## config.mk

```make
export PLATFORM = sky130hd
export DESIGN_NAME = digital_input_filter_flat
export DESIGN_NICKNAME = d
export VERILOG_FILES = /design/src/rtl/digital_input_filter_if.sv /design/src/rtl/digital_input_filter.sv /design/src/flat_wrapper.sv
export SDC_FILE = /design/constraint.sdc
export NUM_CORES = 1
export LEC_CHECK = 0
export CAP_MARGIN = 20
export CORE_ASPECT_RATIO = 0.6
export CORE_MARGIN = 1
export CORE_UTILIZATION = 51
export CTS_CLUSTER_DIAMETER = 30
export CTS_CLUSTER_SIZE = 14
export DETAILED_ROUTE_END_ITERATION = 8
export PLACE_DENSITY = 0.77
export SLEW_MARGIN = 20
export SYNTH_ARGS = -nofsm -noshare
export SYNTH_HDL_FRONTEND = slang
export SYNTH_SLANG_ARGS = --single-unit
```

## constraint.sdc

```tcl
create_clock -name clk -period 2.1 [get_ports clk]
set_clock_uncertainty 0.15 [all_clocks]
set_input_delay 0.315 -clock clk [delete_from_list [all_inputs] [get_ports clk]]
set_output_delay 0.315 -clock clk [all_outputs]
set_load 0.005 [all_outputs]
```

## src/rtl/digital_input_filter_if.sv

```systemverilog
// Bus bundle between the pin-stage readback and the input filter.
// Master drives raw levels and controls; slave returns filtered state.
interface digital_input_filter_if #(
  parameter int WIDTH = 8
) ();
  logic             en;
  logic [WIDTH-1:0] raw_in;
  logic [WIDTH-1:0] clear;
  logic [WIDTH-1:0] irq_mask;
  logic [WIDTH-1:0] filt_out;
  logic [WIDTH-1:0] rise;
  logic [WIDTH-1:0] fall;
  logic [WIDTH-1:0] event_flag;
  logic             irq;

  modport master (
    output en, raw_in, clear, irq_mask,
    input  filt_out, rise, fall, event_flag, irq
  );

  modport slave (
    input  en, raw_in, clear, irq_mask,
    output filt_out, rise, fall, event_flag, irq
  );
endinterface

```

## src/rtl/digital_input_filter.sv

```systemverilog
// Per-channel sync + debounce + edge pulses for PLC digital inputs,
// with sticky event flags and a maskable interrupt.
module digital_input_filter #(
  parameter int WIDTH    = 8,
  parameter int DEBOUNCE = 4,
  parameter int CNT_W    = 4,
  parameter int EDGE_SEL = 2
) (
  input  logic                  clk,
  input  logic                  rst_n,
  digital_input_filter_if.slave bus
);

  localparam logic [CNT_W-1:0] LP_TOP = CNT_W'(DEBOUNCE - 1);
  localparam bit LP_RISE = (EDGE_SEL != 1);
  localparam bit LP_FALL = (EDGE_SEL != 0);

  logic [WIDTH-1:0] r_sync1;
  logic [WIDTH-1:0] r_sync2;
  logic [WIDTH-1:0] r_filt;
  logic [WIDTH-1:0] r_rise;
  logic [WIDTH-1:0] r_fall;
  logic [WIDTH-1:0] r_flag;
  logic [CNT_W-1:0] r_cnt [WIDTH];

  logic [CNT_W-1:0] w_cnt_nxt [WIDTH];
  logic [WIDTH-1:0] w_filt_nxt;
  logic [WIDTH-1:0] w_rise_nxt;
  logic [WIDTH-1:0] w_fall_nxt;
  logic [WIDTH-1:0] w_set;
  logic [WIDTH-1:0] w_flag_nxt;

  // Count only sample ticks where the synced level disagrees
  always_comb begin
    w_filt_nxt = r_filt;
    w_rise_nxt = '0;
    w_fall_nxt = '0;
    for (int i = 0; i < WIDTH; i++) begin
      w_cnt_nxt[i] = r_cnt[i];
      if (bus.en) begin
        if (r_sync2[i] == r_filt[i]) begin
          w_cnt_nxt[i] = '0;
        end else if (r_cnt[i] >= LP_TOP) begin
          w_cnt_nxt[i]  = '0;
          w_filt_nxt[i] = r_sync2[i];
          w_rise_nxt[i] = r_sync2[i];
          w_fall_nxt[i] = ~r_sync2[i];
        end else begin
          w_cnt_nxt[i] = r_cnt[i] + CNT_W'(1);
        end
      end
    end
  end

  // Set beats clear when both land on the same edge
  always_comb begin
    w_set = ({WIDTH{LP_RISE}} & w_rise_nxt)
          | ({WIDTH{LP_FALL}} & w_fall_nxt);
    w_flag_nxt = (r_flag & ~bus.clear) | w_set;
  end

  always_ff @(posedge clk or negedge rst_n) begin
    if (!rst_n) begin
      r_sync1 <= '0;
      r_sync2 <= '0;
      r_filt  <= '0;
      r_rise  <= '0;
      r_fall  <= '0;
      r_flag  <= '0;
      for (int i = 0; i < WIDTH; i++) begin
        r_cnt[i] <= '0;
      end
    end else begin
      r_sync1 <= bus.raw_in;
      r_sync2 <= r_sync1;
      r_filt  <= w_filt_nxt;
      r_rise  <= w_rise_nxt;
      r_fall  <= w_fall_nxt;
      r_flag  <= w_flag_nxt;
      for (int i = 0; i < WIDTH; i++) begin
        r_cnt[i] <= w_cnt_nxt[i];
      end
    end
  end

  assign bus.filt_out   = r_filt;
  assign bus.rise       = r_rise;
  assign bus.fall       = r_fall;
  assign bus.event_flag = r_flag;
  assign bus.irq        = |(r_flag & bus.irq_mask);

endmodule
```

## src/flat_wrapper.sv

```systemverilog
// flat-port wrapper written by rule: the top's interface ports become plain ports
module digital_input_filter_flat 
#(
  parameter int WIDTH    = 8,
  parameter int DEBOUNCE = 4,
  parameter int CNT_W    = 4,
  parameter int EDGE_SEL = 2
)
  (clk, rst_n, bus_en, bus_raw_in, bus_clear, bus_irq_mask, bus_filt_out, bus_rise, bus_fall, bus_event_flag, bus_irq);
  digital_input_filter_if #(.WIDTH(WIDTH)) bus_i ();
  input  logic clk;
  input  logic rst_n;
  input wire logic [$bits(bus_i.en)-1:0] bus_en;
  input wire logic [$bits(bus_i.raw_in)-1:0] bus_raw_in;
  input wire logic [$bits(bus_i.clear)-1:0] bus_clear;
  input wire logic [$bits(bus_i.irq_mask)-1:0] bus_irq_mask;
  output wire logic [$bits(bus_i.filt_out)-1:0] bus_filt_out;
  output wire logic [$bits(bus_i.rise)-1:0] bus_rise;
  output wire logic [$bits(bus_i.fall)-1:0] bus_fall;
  output wire logic [$bits(bus_i.event_flag)-1:0] bus_event_flag;
  output wire logic [$bits(bus_i.irq)-1:0] bus_irq;
  assign bus_i.en = bus_en;
  assign bus_i.raw_in = bus_raw_in;
  assign bus_i.clear = bus_clear;
  assign bus_i.irq_mask = bus_irq_mask;
  assign bus_filt_out = bus_i.filt_out;
  assign bus_rise = bus_i.rise;
  assign bus_fall = bus_i.fall;
  assign bus_event_flag = bus_i.event_flag;
  assign bus_irq = bus_i.irq;
  digital_input_filter #(.WIDTH(WIDTH), .DEBOUNCE(DEBOUNCE), .CNT_W(CNT_W), .EDGE_SEL(EDGE_SEL)) u_core (.clk(clk), .rst_n(rst_n), .bus(bus_i));
endmodule
```

==> run_results.csv <==
group,metric,value,unit
global_route,grt_use_total,19.6,%
floorplanning,die_y,62.4,um
cells_and_area,fillers,430,
cells_and_area,seq_area,2000,um^2
logic_synthesis,synth_nets,263,
cells_and_area,antennaDiodeCount,0,
setup_path,rr_startpoint,"u_core.r_cnt[12]",
cells_and_area,nets,337,
drt,ant_nets,0,
cells_and_area,fin_area,4040,um^2
drt,drtIter0Drc,100,
setup_path,path_class,"reg2out",
sta,slew_headroom,65.6,%
cells_and_area,fin_cells,387,
floorplanning,core-area,5730,um^2
placed_design,place.gp.congestion,0.746,
placed_design,dpl-instance-area,3830,um^2
setup_path,ff2ff_path_depth,3,
cells_and_area,fin_util,70.5,%
setup_path,crit_chain,"a22oi_1, buf_4, nand4_1, dlygate4sd2_1",
min_path,hold_class,"reg2reg",
floorplanning,die_area,6420,um^2
clock_network,cts.reportedPaths.clkPinSlew,70,ps
setup_path,critical_path.max_stage_delay,400,ps
drt,drt_drc_violations_left,0,
drt,dr.pass1.iters,4,
setup_path,worst-path-stages,4,
power,ir_worst_vdd,0.536,mV
drt,routedWlPerCell,14.1,um
logic_synthesis,synth.area.top_cells,"dfrtp_1, ha_1, nor2b_1",
logic_synthesis,ys_ff_latch,80,
clock_network,clock-root-buffer,"clkbuf_8",
sta,setup-tns-final,0,ps
logic_synthesis,synth-edff-count,0,
clock_network,cts_tree,"done",
sta,finalCritPeriodShare,90.5,%
sta,clock.fmax,0.526,GHz
sta,rsz0062_at_grt,"false",
global_route,grt_pass1_wl,9390,um
sta,layout_setup_ws,199,ps
setup_path,start_kind,"flip-flop",
placed_design,io_buffers,59,
logic_synthesis,synth_top_area_cell,"dfrtp_1",
logic_synthesis,ys.warnings.count,0,
clock_network,clock_path_buffers,2,
logic_synthesis,seq_area_frac_synth,64.5,%
global_route,grt_start_max_net_pins,42,
power,p_leak,1.80,nW
sta,setup_viol,0,
logic_synthesis,synthArstFlopShare,100,%
setup_path,worstPathRequired,1630,ps
cells_and_area,area_growth_syn_to_layout,30.1,%
sta,finalMaxSlewViolations,0,
logic_synthesis,synthCells,228,
drt,drt_wl_total,5460,um
placed_design,dp.cells,369,
floorplanning,start_util,54.2,%
logic_synthesis,synth.top_cell.area_share,64.5,%
min_path,whs_path_depth,0,
drt,vias,2002,
placed_design,place_ws,46.1,ps
setup_path,path_buf_inv,2,
logic_synthesis,synth-main-ff-cell,"dfrtp_1",
power,powerDensity,1000,nW/um^2
job,drv_cap,0,
setup_path,slowest_stage,"dfrtp_1",
cells_and_area,multiInputGateArea,1000,um^2
setup_path,crit_start,"u_core.bus.event_flag[1]",
logic_synthesis,netlist_area,3110,um^2
cells_and_area,layout_commonest_cell,"dfrtp_1",
setup_path,cp_top_family,"buffers and inverters",
logic_synthesis,syn_area_per_cell,13.6,um^2
global_route,grt_antenna_before_repair,0,
floorplanning,pin_count,60,
cells_and_area,drive_above_1_share,13.7,%
power,total_power,4.05,mW
clock_network,cts_sinks,80,
min_path,holdCritStartpoint,"u_core.r_sync1[4]",
global_route,grt_pass1_vias,1995,
logic_synthesis,synth_cell_types,26,
floorplanning,die_width,103,um
clock_network,cts_buffers,9,
floorplanning,fp-row-count,21,
placed_design,dp_hpwl,3890,um
sta,finalHoldViolCount,0,
setup_path,worst-path-max-fanout,3,
drt,vias_per_cell,5.17,
outcome,status,"complete, no violations",
sta,whs,200,ps
global_route,grt_overflow_total,0,
clock_network,cts_max_level,3,
setup_path,cp-end-kind,"output pin",
cells_and_area,final_cell_mix,"dfrtp_1, clkdlybuf4s50_1, inv_1",
sta,finalCriticalPeriod,1900,ps
sta,tightest_slew,517,ps
clock_network,insertion_delay,330,ps
setup_path,crit_arrival,1440,ps
==> layout make-up <==
class,instances,area share [%]
clock buffers,12,3.34
clock inverters,4,1.36
inverters,20,1.86
multi-input cells,122,24.8
flip-flops and latches,80,49.6
well taps,80,2.48
repair buffers,69,16.6
==> sequential cells by signal (all words and copies together), names as in the netlist <==
| register | flops |
|---|---|
| u_core.bus.filt_out | 8 |
| u_core.r_cnt | 32 |
| u_core.r_sync1 | 8 |
| u_core.bus.fall | 8 |
| u_core.r_sync2 | 8 |
| u_core.bus.rise | 8 |
| u_core.bus.event_flag | 8 |
==> timing repair <==
action,4_1_cts,5_1_grt
endpoints found under the setup margin,1,0
hold endpoints to repair,40,0
resized for setup,2,0
setup buffers,1,0
hold buffers,1,0
==> final timing paths <==
kind | end | slack, ps
max in group asynchronous | u_core.bus.fall[5] | 880
min | u_core.r_sync2[4] | 200
max | bus_irq | 200
max reg2reg | u_core.r_cnt[13] | 430
min in group asynchronous | u_core.bus.event_flag[0] | 340
min reg2reg | u_core.r_sync2[4] | 200
==> cell usage after synthesis, types with 6 or more instances <==
| library cell | instances |
|---|---|
| inv_1 | 20 |
| o32ai_1 | 8 |
| o31ai_2 | 6 |
| nor3_1 | 8 |
| xnor2_1 | 8 |
| o31ai_1 | 10 |
| dfrtp_1 | 80 |
| nand2b_1 | 10 |
| nor2b_1 | 16 |
| ha_1 | 8 |
==> routing by layer <==
layer	global-route usage [%]	vias up	wire length [um]
li1	-	966	-
met1	28.2	989	2660
met2	29.0	43	2490
met3	6.04	4	262
met4	5.28	0	39
met5	0	-	0
==> where the power goes <==
part           internal [mW]  switching, mW
Sequential              1.78          0.214
Clock                  0.555          0.507
Combinational          0.577          0.426
Total                   2.91           1.15
==> cell families (layout without fill, tap and decap cells) <==
family / Yosys count / count (layout) / synth area share (%)
xor gates and xnor gates: 8 / 8 / 2.26
muxes: 8 / 8 / 2.90
AOI/OAI and AO/OA: 36 / 36 / 10.6
adders and majority gates: 8 / 8 / 3.22
and+or+nand+nor: 62 / 62 / 13.1
DFF: 80 / 80 / 64.5
buffers and inverters: 26 / 105 / 3.46
Power figures use the tool's default switching activity.
